$ cat config.mk
export PLATFORM = sky130hd
export DESIGN_NAME = lt24_image_blitter
export DESIGN_NICKNAME = d
export VERILOG_FILES = /design/src/rtl/lt24_image_blitter.sv
export SDC_FILE = /design/constraint.sdc
export NUM_CORES = 1
export LEC_CHECK = 0
export CORE_ASPECT_RATIO = 2
export CORE_MARGIN = 5
export CORE_UTILIZATION = 50
export CTS_BUF_LIST = sky130_fd_sc_hd__clkbuf_4 sky130_fd_sc_hd__clkbuf_8
export CTS_CLUSTER_DIAMETER = 120
export DETAILED_ROUTE_END_ITERATION = 12
export PLACE_DENSITY = 0.87
export SYNTH_ARGS = -nofsm -noshare
export SYNTH_HDL_FRONTEND = slang
export SYNTH_SLANG_ARGS = --single-unit
$ cat constraint.sdc
create_clock -name clock -period 4.5 [get_ports clock]
set_input_delay 0.675 -clock clock [delete_from_list [all_inputs] [get_ports clock]]
set_output_delay 0.675 -clock clock [all_outputs]
set_load 0.01 [all_outputs]
$ cat src/rtl/lt24_image_blitter.sv
// Raster-order full-frame pixel generator: a scaled image window fetched from a synchronous ROM,
// background colour elsewhere. One pixel per FETCH/WAIT/PRESENT pass, held in PRESENT until accepted.
module lt24_image_blitter #(
  parameter int          LCD_WIDTH   = 240,
  parameter int          LCD_HEIGHT  = 320,
  parameter int          PIC_X_START = 60,
  parameter int          PIC_Y_START = 0,
  parameter int          PIC_WIDTH   = 60,
  parameter int          PIC_HEIGHT  = 320,
  parameter int          X_SHIFT     = 1,
  parameter int          Y_SHIFT     = 0,
  parameter int          NUM_IMAGES  = 4,
  parameter int          ROM_AW      = 17,
  parameter int          ROM_LATENCY = 2,
  parameter logic [15:0] BACK_COLOR  = 16'h0000
) (
  input  logic              clock,
  input  logic              globalReset,
  input  logic              resetApp,
  input  logic              run,
  input  logic [1:0]        imageSel,
  input  logic              pixelReady,
  output logic              pixelWrite,
  output logic [7:0]        xAddr,
  output logic [8:0]        yAddr,
  output logic [15:0]       pixelData,
  output logic [ROM_AW-1:0] romAddr,
  input  logic [15:0]       romData,
  output logic              frameDone,
  output logic              busy
);

  localparam int CW = (ROM_LATENCY > 1) ? $clog2(ROM_LATENCY) : 1;
  localparam logic [CW-1:0]     WAIT_LAST = CW'(ROM_LATENCY - 1);
  localparam logic [7:0]        X_LAST    = 8'(LCD_WIDTH - 1);
  localparam logic [8:0]        Y_LAST    = 9'(LCD_HEIGHT - 1);
  localparam logic [ROM_AW-1:0] IMG_WORDS = ROM_AW'(PIC_WIDTH * PIC_HEIGHT);
  localparam logic [ROM_AW-1:0] PIC_W_A   = ROM_AW'(PIC_WIDTH);

  typedef enum logic [1:0] {ST_IDLE, ST_FETCH, ST_WAIT, ST_PRESENT} state_t;

  state_t            state_q;
  logic [7:0]        x_q;
  logic [8:0]        y_q;
  logic [1:0]        sel_q;
  logic [ROM_AW-1:0] rom_addr_q;
  logic [15:0]       pix_q;
  logic              write_q, done_q, busy_q, in_win_q;
  logic [CW-1:0]     wait_q;

  logic [31:0]       x_off, y_off;
  logic              in_win;
  logic [ROM_AW-1:0] addr_d;
  logic [1:0]        sel_d;

  // Offsets wrap to huge values left of / above the window, so one unsigned compare covers both edges.
  always_comb begin
    x_off  = 32'(x_q) - 32'(PIC_X_START);
    y_off  = 32'(y_q) - 32'(PIC_Y_START);
    in_win = (x_off < 32'(PIC_WIDTH << X_SHIFT)) && (y_off < 32'(PIC_HEIGHT << Y_SHIFT));
    addr_d = ROM_AW'(sel_q) * IMG_WORDS + ROM_AW'(y_off >> Y_SHIFT) * PIC_W_A
           + ROM_AW'(x_off >> X_SHIFT);
    sel_d  = (32'(imageSel) < 32'(NUM_IMAGES)) ? imageSel : 2'd0;
  end

  always_ff @(posedge clock or posedge globalReset) begin
    if (globalReset) begin
      state_q    <= ST_IDLE;
      x_q        <= '0;
      y_q        <= '0;
      sel_q      <= '0;
      rom_addr_q <= '0;
      pix_q      <= BACK_COLOR;
      write_q    <= 1'b0;
      done_q     <= 1'b0;
      busy_q     <= 1'b0;
      in_win_q   <= 1'b0;
      wait_q     <= '0;
    end else if (resetApp) begin
      state_q    <= ST_IDLE;
      x_q        <= '0;
      y_q        <= '0;
      sel_q      <= '0;
      rom_addr_q <= '0;
      pix_q      <= BACK_COLOR;
      write_q    <= 1'b0;
      done_q     <= 1'b0;
      busy_q     <= 1'b0;
      in_win_q   <= 1'b0;
      wait_q     <= '0;
    end else begin
      done_q <= 1'b0;
      case (state_q)
        ST_IDLE: begin
          if (run) begin
            sel_q   <= sel_d;
            busy_q  <= 1'b1;
            state_q <= ST_FETCH;
          end
        end
        ST_FETCH: begin
          rom_addr_q <= in_win ? addr_d : '0;
          in_win_q   <= in_win;
          wait_q     <= '0;
          state_q    <= ST_WAIT;
        end
        ST_WAIT: begin
          if (wait_q == WAIT_LAST) begin
            pix_q   <= in_win_q ? romData : BACK_COLOR;
            write_q <= 1'b1;
            state_q <= ST_PRESENT;
          end else begin
            wait_q <= wait_q + CW'(1);
          end
        end
        ST_PRESENT: begin
          if (pixelReady) begin
            write_q <= 1'b0;
            state_q <= ST_FETCH;
            if (x_q == X_LAST) begin
              x_q <= '0;
              if (y_q == Y_LAST) begin
                y_q    <= '0;
                done_q <= 1'b1;
                if (run) begin
                  sel_q <= sel_d;
                end else begin
                  busy_q  <= 1'b0;
                  state_q <= ST_IDLE;
                end
              end else begin
                y_q <= y_q + 9'd1;
              end
            end else begin
              x_q <= x_q + 8'd1;
            end
          end
        end
        default: state_q <= ST_IDLE;
      endcase
    end
  end

  assign pixelWrite = write_q;
  assign xAddr      = x_q;
  assign yAddr      = y_q;
  assign pixelData  = pix_q;
  assign romAddr    = rom_addr_q;
  assign frameDone  = done_q;
  assign busy       = busy_q;

endmodule

# == Word level (Yosys, flattened, before mapping) ==
# Cells that the tools add are included.
# totals
in_bits,23
ff_bits,59
elab_cells,101
output_inout_bits,53
# classes
n_mux,51
magnitude_cmp,2
reduce_logical,18
n_mul,2
add_sub_neg,6
eq_ne,11
# op_table
operator,count
$mux 16,4
$mux 17,3
$mux 9,5
$lt 32x7->1 const B,1
$mux 8,4
$mux 1,21
$mux 2,9
$ne 3x3->1 const B,6
$add 17x15->17,1
$add 17x17->17,1
$mul 9x4->13 const B,1
$reduce_bool 2->1,6
$add 9x1->9 const B,1
$eq 9x9->1 const B,1
$lt 9x9->1 const B,1
$mul 2x7->9 const B,1
$reduce_and 3->1,3
$reduce_bool 3->1,3
$sub 8x6->9 const B,1
$add 8x1->8 const B,1
$eq 8x8->1 const B,1
$pmux 2 s4,1
$pmux 1 s2,3
$reduce_and 6->1,1
other kinds (8),10

# == Depth between registers and ports, before layout ==
# Gate-level depths: netlist (run 1).
# depth
word_depth,6
depth_mapped,20
depth_no_buf,19

# == Worst setup path after synthesis (run 1) ==
# OpenSTA, ideal clock, no wires.
# synth_path
path_type,register to register
start,register y_q[2] (netlist: yAddr[2])
end,register rom_addr_q[16] (netlist: romAddr[16])
t_required_ns,4.379
slack_ns,-0.522
n_path_buf,0
arrival_time_ns,4.901
path_stages_with_launch,20
setup_ns,0.121
synth_period_minus_slack_ns,5.022
cell_sequence,dfrtp_1 inv_1 fa_1 fa_1 inv_1 ha_1 nor2b_1 o21ai_1 a21oi_1 o41a_1 or4_1 nand4_1 fa_1 ha_1 and3_1 a221o_1 a21oi_1 o21ai_1 xor2_1 a22o_1
# synth_between
elab_chain_cells,6
elab_cells_between_ends,8
classes_between,add/sub: 2; mul: 1; order compare: 1; mux: 3; reduce/logical: 1
# synth_rtl
element,line_no,rtl
"start, declared",44,logic [8:0] y_q;
"start signal, assigned",132,y_q <= y_q + 9'd1;
$mul 9x4->13,61,addr_d = ROM_AW'(sel_q) * IMG_WORDS + ROM_AW'(y_off >> Y_SHIFT) * PIC_W_A
$add 17x15->17,61,
$add 17x17->17,62,+ ROM_AW'(x_off >> X_SHIFT);
$mux 17 (*),102,rom_addr_q <= in_win ? addr_d : '0;
$mux 17 (*),93,case (state_q)
$mux 17 (*),79,end else if (resetApp) begin
"end signal, assigned",102,
"end, declared",46,logic [ROM_AW-1:0] rom_addr_q;
# Every way passes the cells marked *; elsewhere a longest branch is shown, timed or not. The select of a mux whose other input is x is not followed.
# A chain may end at the register's enable or synchronous reset.

# == Worst setup path after layout (run 1) ==
# Same ends and word-level chain as after synthesis.

==> results of run 1 <==
## worst reg2reg max path: stages (launching register included)
cell	delay [ns]
sky130_fd_sc_hd__dfrtp_2	0.46
sky130_fd_sc_hd__inv_4	0.09
sky130_fd_sc_hd__fa_1	0.45
sky130_fd_sc_hd__fa_1	0.52
sky130_fd_sc_hd__inv_2	0.05
sky130_fd_sc_hd__ha_4	0.21
sky130_fd_sc_hd__nor2b_4	0.12
sky130_fd_sc_hd__o21ai_2	0.18
sky130_fd_sc_hd__a21oi_2	0.08
sky130_fd_sc_hd__o41a_1	0.42
sky130_fd_sc_hd__or4_1	0.41
sky130_fd_sc_hd__nand4_1	0.13
sky130_fd_sc_hd__fa_1	0.45
sky130_fd_sc_hd__ha_4	0.24
sky130_fd_sc_hd__and3_4	0.15
sky130_fd_sc_hd__a221o_1	0.32
sky130_fd_sc_hd__a21oi_2	0.14
sky130_fd_sc_hd__o21ai_1	0.08
sky130_fd_sc_hd__xor2_1	0.15
sky130_fd_sc_hd__a22o_1	0.20
## registers in the layout, summed over array words and instances, names as in the netlist
name,flops
state_q,2
wait_q,1
romAddr,17
xAddr,8
pixelData,16
pixelWrite,1
sel_q,2
busy,1
in_win_q,1
frameDone,1
yAddr,9
## Yosys cell counts (all sizes together), types with 9 or more instances
library cell and number:
dfrtp 59, nand2b 9, inv 56, nor2 23, o21ai 40, fa 23
clkbuf 10, a21oi 30, xnor2 20, nand2 50, ha 52, a22o 15
## worst paths after layout
kind | end | slack, ns | depth (start not counted)
setup / recovery | romAddr[16] | -0.45 | 19
hold / removal | pixelData[6] | 0.48 | 2
setup reg to reg | romAddr[16] | -0.45 | 19
hold reg to reg | pixelData[6] | 0.48 | 2
max in group asynchronous | yAddr[2] | 2.87 | 3
min in group asynchronous | yAddr[8] | 0.78 | 2
## power by group through the flow
stage / sequential [uW] / clock (uW) / combinational, uW
global route: 576 / 588 / 768
finish: 573 / 566 / 707
detailed placement: 582 / 0 / 518
CTS: 572 / 574 / 575
floorplan: 579 / 0 / 346
global placement: 580 / 0 / 494
## cell type report
cell class                      count  area [um2]
Clock buffer                       11         151
Tap cell                          102         128
Inverter                           56         218
Sequential cell                    59        1480
Timing Repair Buffer              134        1210
Fill cell                         587        2530
Clock inverter                      4        73.8
Multi-Input combinational cell    353        3150
## cell families after synthesis
group | Yosys count | synth area share (%)
buffers and inverters | 73 | 6.67
xor gates and xnor gates | 27 | 5.17
and+or+nand+nor | 125 | 13.6
muxes | 2 | 0.438
AOI/OAI and AO/OA | 124 | 17.6
DFF | 59 | 32.3
adders and majority gates | 75 | 24.3
## metrics by stage
step	setup TNS, ns	util (%)	worst slack (ns)
floorplan	-0.321	-	-0.321
global placement	-0.876	64.1	-0.444
detailed placement	-1.57	64.1	-0.576
CTS	-0.467	69.5	-0.329
global route	-2.19	71.7	-0.577
finish	-1.43	71.7	-0.452
## routing by layer
metal / part of all wire [%] / vias to the layer above
met4: 7.5 / 0
met1: 33 / 2076
li1: - / 1921
met2: 55 / 174
met3: 4.8 / 77
met5: 0 / -
## what timing repair did
action | in CTS | in global routing
pin swaps | 27 | 34
setup endpoints to repair | 5 | 7
hold buffers | 0 | 0
setup buffers | 7 | 6
cloned | 0 | 0
resized for setup | 36 | 30
==> load_flow_metrics.sql, run 1 <==
INSERT INTO impl_metrics (metric_group, metric, value, unit) VALUES
('placement', 'sum_of_net_half_perimeters_after_detailed_placement', '9260', 'um'),
('cts', 'clk_latency', '0.36', 'ns'),
('cts', 'ctsHtreeMaxLevel', '3', ''),
('global_route', 'grt_use_met3', '4.84', '%'),
('timing', 'worst_slack_setup_final', '-0.452', 'ns'),
('logic_synthesis', 'synth_largest_area_cell', 'sky130_fd_sc_hd__dfrtp_1', ''),
('floorplan', 'top_level_port_count', '76', ''),
('critical_path', 'r2r-start', 'yAddr[2]', ''),
('cells_and_area', 'layout.cells.non_filler', '719', ''),
('critical_path', 'worst_path_most_repeated_cell', 'sky130_fd_sc_hd__fa_1', ''),
('cells_and_area', 'syn_to_final_growth', '40.3', '%'),
('timing', 'final-setup-viol-count', '6', ''),
('logic_synthesis', 'fraction_of_registers_with_async_set_or_reset_after_synthesis', '100', '%'),
('timing', 'final_max_slew_viol_count', '0', ''),
('global_route', 'grt_util_met1', '23.1', '%'),
('cts', 'cts.root.buffer_cell', 'sky130_fd_sc_hd__clkbuf_8', ''),
('floorplan', 'placeableCoreArea', '0.00895', 'mm2'),
('logic_synthesis', 'yosysSeqAreaShare', '32.3', '%'),
('logic_synthesis', 'synth_cells', '485', ''),
('hold_path', 'min-delay-start', 'pixelData[6]', ''),
('critical_path', 'critical-path-max-stage-delay', '0.51', 'ns'),
('logic_synthesis', 'ys_warn_count', '0', ''),
('power_and_ir_drop', 'power', '1850', 'uW'),
('critical_path', 'startpoint_type', 'flop', ''),
('logic_synthesis', 'share_of_the_synthesized_area_in_the_top_cell_type', '32.3', '%'),
('critical_path', 'path_cells', 'inv_4 -> fa_1 -> fa_1 -> inv_2 -> ha_4 -> nor2b_4 -> o21ai_2 -> a21oi_2 -> o41a_1 -> or4_1 -> nand4_1 -> fa_1 -> ha_4 -> and3_4 -> a221o_1 -> a21oi_2 -> o21ai_1 -> xor2_1 -> a22o_1', ''),
('logic_synthesis', 'ys_dominant_reg_cell', 'sky130_fd_sc_hd__dfrtp_1', ''),
('cells_and_area', 'final_common_cell', 'sky130_fd_sc_hd__clkdlybuf4s50_1', ''),
('logic_synthesis', 'synth.top_cells.by_area', 'sky130_fd_sc_hd__dfrtp_1, sky130_fd_sc_hd__ha_1, sky130_fd_sc_hd__fa_1', ''),
('cts', 'cts-root-to-sink-buffers', '2', ''),
('placement', 'io_buffers', '75', ''),
('power_and_ir_drop', 'worst_ir_drop_vdd', '0.259', 'mV'),
('detailed_routing', 'dr_total_vias', '4248', ''),
('cells_and_area', 'mostFrequentLayoutCells', 'sky130_fd_sc_hd__clkdlybuf4s50_1, sky130_fd_sc_hd__buf_4, sky130_fd_sc_hd__dfrtp_1, sky130_fd_sc_hd__nand2_1, sky130_fd_sc_hd__inv_1', ''),
('run_status', 'violations', 'negative setup slack', ''),
('floorplan', 'fp-row-count', '49', ''),
('detailed_routing', 'firstDrtPassIters', '4', ''),
('power_and_ir_drop', 'internal_power', '1230', 'uW'),
('timing', 'final.min_clock_period', '4.95', 'ns'),
('cts', 'clk_transition_reported_paths', '0.07', 'ns'),
('cells_and_area', 'layout.nets', '711', ''),
('power_and_ir_drop', 'power.sequential.fraction', '31.0', '%'),
('cts', 'cts_tree', 'built', ''),
('critical_path', 'timing.critical_path.fanout_max', '4', ''),
('floorplan', 'width_of_the_chip', '77.6', 'um'),
('global_route', 'grt_start_max_net_pins', '36', ''),
('cells_and_area', 'drive_gt1_share', '23.3', '%'),
('run_status', 'run_status', 'finished with violations', ''),
('floorplan', 'start_util', '51.1', '%'),
('placement', 'dp.cells', '691', ''),
('cells_and_area', 'finalInstanceArea', '0.00642', 'mm2'),
('power_and_ir_drop', 'cellPowerDensity', '288', 'mW/mm2'),
('detailed_routing', 'drc', '0', ''),
('timing', 'report.final.hold_viol_count', '0', ''),
('timing', 'timing_worst_slew_pin_value', '1.11', 'ns'),
('timing', 'final_worst_clock_skew', '0.00699', 'ns'),
('placement', 'place.gp.congestion', '0.865', ''),
('hold_path', 'type_of_the_most_critical_hold_path', 'reg -> reg', ''),
('timing', 'worst_hold_slack', '0.480', 'ns'),
('global_route', 'grt_antenna_before_repair', '0', ''),
('floorplan', 'full_die_area', '0.0113', 'mm2'),
('critical_path', 'worstPathBufferInverterCount', '2', ''),
('global_route', 'overflow', '0', ''),
('timing', 'final_min_period_over_clock_period', '110', '%'),
('power_and_ir_drop', 'power.clock.fraction', '30.7', '%'),
('placement', 'placedInstanceArea', '0.00574', 'mm2'),
('timing', 'clock.fmax', '202', 'MHz'),
('logic_synthesis', 'avgSynthCellArea', '9.43', 'um2'),
('critical_path', 'worst_setup_path_startpoint', 'yAddr[2]', ''),
('job', 'maxCapViolations', '0', ''),
('global_route', 'number_of_global_route_vias_before_repair', '4399', '');
Note: power is estimated with default switching activity, not from simulation.
==> inputs of run 2 (changes only) <==
--- a/config.mk
+++ b/config.mk
@@ -12,6 +12,7 @@
 export CTS_CLUSTER_DIAMETER = 120
 export DETAILED_ROUTE_END_ITERATION = 12
 export PLACE_DENSITY = 0.87
+export SKIP_CTS_REPAIR_TIMING = 1
 export SYNTH_ARGS = -nofsm -noshare
 export SYNTH_HDL_FRONTEND = slang
 export SYNTH_SLANG_ARGS = --single-unit
==> load_flow_metrics.sql, run 2 (synthesis gave the netlist of run 1 again) <==
INSERT INTO impl_metrics (metric_group, metric, value, unit) VALUES
('placement', 'io_buffers', '75', ''),
('placement', 'sum_of_net_half_perimeters_after_detailed_placement', '9260', 'um'),
('global_route', 'global_route_usage_over_all_layers', '21.6', '%'),
('critical_path', 'r2r-start', 'yAddr[2]', ''),
('hold_path', 'min-delay-start', 'pixelData[6]', ''),
('timing', 'final_worst_clock_skew', '0.00725', 'ns'),
('floorplan', 'width_of_the_chip', '77.6', 'um'),
('run_status', 'run_status', 'finished with violations', ''),
('cells_and_area', 'sequential_cell_area', '0.00148', 'mm2'),
('floorplan', 'placeableCoreArea', '0.00895', 'mm2'),
('global_route', 'grt_antenna_before_repair', '0', ''),
('timing', 'final-setup-viol-count', '6', ''),
('power_and_ir_drop', 'cellPowerDensity', '283', 'mW/mm2'),
('cells_and_area', 'multi_input_comb_area', '0.00313', 'mm2'),
('timing', 'worst_slack_setup_final', '-0.456', 'ns'),
('cells_and_area', 'mostFrequentLayoutCells', 'sky130_fd_sc_hd__clkdlybuf4s50_1, sky130_fd_sc_hd__dfrtp_1, sky130_fd_sc_hd__buf_4, sky130_fd_sc_hd__nand2_1, sky130_fd_sc_hd__inv_1', ''),
('hold_path', 'type_of_the_most_critical_hold_path', 'reg -> reg', ''),
('timing', 'final_max_slew_viol_count', '0', ''),
('cts', 'cts.sinks', '59', ''),
('global_route', 'grt_pass1_wl', '19600', 'um'),
('placement', 'place.gp.congestion', '0.865', ''),
('cells_and_area', 'insertedDiodeCount', '0', ''),
('detailed_routing', 'detail_route.vias_per_cell', '5.86', ''),
('timing', 'rsz0062_at_grt', 'yes', ''),
('global_route', 'grt_start_max_net_pins', '36', ''),
('detailed_routing', 'routed_wirelength', '13700', 'um'),
('floorplan', 'top_level_port_count', '76', ''),
('timing', 'final_min_period_over_clock_period', '110', '%'),
('floorplan', 'start_util', '51.1', '%'),
('timing', 'clock.fmax', '202', 'MHz'),
('detailed_routing', 'detailedRoute.firstIterationViolations', '282', ''),
('detailed_routing', 'dr_total_vias', '4197', ''),
('cells_and_area', 'final_common_cell', 'sky130_fd_sc_hd__clkdlybuf4s50_1', ''),
('critical_path', 'r2r-end', 'romAddr[16]', ''),
('cts', 'ctsHtreeMaxLevel', '3', ''),
('floorplan', 'full_die_area', '0.0113', 'mm2'),
('detailed_routing', 'wl_per_cell', '19.2', 'um'),
('cells_and_area', 'syn_to_final_growth', '39.4', '%'),
('critical_path', 'timing.reg2reg.setup_slack', '-0.46', 'ns'),
('critical_path', 'worstSetupPathType', 'reg -> reg', ''),
('run_status', 'violations', 'negative setup slack', ''),
('critical_path', 'timing.critical_path.to_type', 'flop', ''),
('job', 'maxCapViolations', '0', ''),
('global_route', 'overflow', '0', ''),
('cts', 'cts_tree', 'built', ''),
('cts', 'cts-root-to-sink-buffers', '2', ''),
('placement', 'dp.cells', '691', ''),
('cells_and_area', 'layout.cells.non_filler', '716', ''),
('cells_and_area', 'number_of_fillers_in_the_final_layout', '586', ''),
('critical_path', 'cp.arrival', '5.20', 'ns'),
('cells_and_area', 'finalCoreUtilization', '71.2', '%'),
('placement', 'placement.setup.worst_slack', '-0.576', 'ns'),
('critical_path', 'cp.required', '4.74', 'ns'),
('cts', 'clk_latency', '0.36', 'ns'),
('detailed_routing', 'firstDrtPassIters', '5', ''),
('cells_and_area', 'layout.nets', '708', ''),
('cells_and_area', 'largest_reg_flops', '17', ''),
('floorplan', 'fp-row-count', '49', ''),
('floorplan', 'die-height', '145', 'um'),
('power_and_ir_drop', 'worst_ir_drop_vdd', '0.259', 'mV'),
('cts', 'cts_made_buffers', '9', ''),
('critical_path', 'startpoint_type', 'flop', ''),
('hold_path', 'holdPathStages', '2', ''),
('timing', 'final.min_clock_period', '4.96', 'ns'),
('timing', 'finalSetupTns', '-1.12', 'ns'),
('cts', 'cts.root.buffer_cell', 'sky130_fd_sc_hd__clkbuf_8', ''),
('power_and_ir_drop', 'p_leak', '0.00293', 'uW'),
('timing', 'slew_headroom', '25.2', '%'),
('detailed_routing', 'drc', '0', ''),
('critical_path', 'timing.critical_path.fanout_max', '4', ''),
('global_route', 'number_of_global_route_vias_before_repair', '4143', ''),
('timing', 'timing_worst_slew_pin_value', '1.12', 'ns'),
('cts', 'clk_transition_reported_paths', '0.07', 'ns'),
('critical_path', 'rr_worst_depth', '19', ''),
('timing', 'report.final.hold_viol_count', '0', ''),
('hold_path', 'hold-path-endpoint', 'pixelData[6]', ''),
('cells_and_area', 'drive_gt1_share', '22.5', '%'),
('cells_and_area', 'finalInstanceArea', '0.00637', 'mm2'),
('detailed_routing', 'antenna_viol_nets_final', '0', ''),
('placement', 'placedInstanceArea', '0.00574', 'mm2');
## run 2: per-layer routing
metal  global-route usage [%]  routed length, um  up-vias
met1                     21.5               4550     2059
met4                     14.2                963        0
met2                     39.1               7630      156
met3                     4.09                585       62
met5                        0                  0        -
li1                         -                  -     1920
## run 2: final cells by class
cell class | instances | share of cell area (%)
Multi-Input combinational cell | 353 | 49.1
Sequential cell | 59 | 23.3
Timing Repair Buffer | 131 | 18.7
Inverter | 56 | 3.38
Clock buffer | 11 | 2.37
Tap cell | 102 | 2.00
Clock inverter | 4 | 1.16
## run 2: how the worst max path moves through the flow
stage,start,endpoint,slack (ns),cells after the start
CTS,yAddr[0],romAddr[16],-0.72,17
detailed placement,yAddr[0],romAddr[16],-0.58,17
floorplan,yAddr[3],romAddr[16],-0.32,19
global placement,yAddr[0],romAddr[16],-0.44,17
finish,yAddr[2],romAddr[16],-0.46,19
global route,yAddr[2],romAddr[16],-0.63,19
## run 2: worst max-delay path, stage by stage (launching register included)
cell and delay [ns]:
sky130_fd_sc_hd__dfrtp_2 0.45, sky130_fd_sc_hd__inv_4 0.09, sky130_fd_sc_hd__fa_1 0.45, sky130_fd_sc_hd__fa_1 0.52
sky130_fd_sc_hd__inv_2 0.05, sky130_fd_sc_hd__ha_4 0.22, sky130_fd_sc_hd__nor2b_4 0.13, sky130_fd_sc_hd__o21ai_2 0.15
sky130_fd_sc_hd__a21oi_2 0.09, sky130_fd_sc_hd__o41a_1 0.37, sky130_fd_sc_hd__or4_1 0.41, sky130_fd_sc_hd__nand4_1 0.10
sky130_fd_sc_hd__fa_1 0.46, sky130_fd_sc_hd__ha_4 0.24, sky130_fd_sc_hd__and3_4 0.15, sky130_fd_sc_hd__a221o_1 0.37
sky130_fd_sc_hd__a21oi_2 0.14, sky130_fd_sc_hd__o21ai_1 0.09, sky130_fd_sc_hd__xor2_1 0.15, sky130_fd_sc_hd__a22o_1 0.20
## run 2: report_power, final
part | internal, uW | total, uW | switching, uW
sequential | 550 | 573 | 23.6
combinational | 318 | 668 | 350
clock | 339 | 563 | 224
total | 1210 | 1800 | 598
## run 2: metrics by stage
stage / total power, uW / hold WS [ns]
after floorplan: 925 / 0.441
after global placement: 1070 / 0.451
after detailed placement: 1100 / 0.470
after CTS: 1670 / 0.486
after global routing: 1900 / 0.518
final: 1800 / 0.479
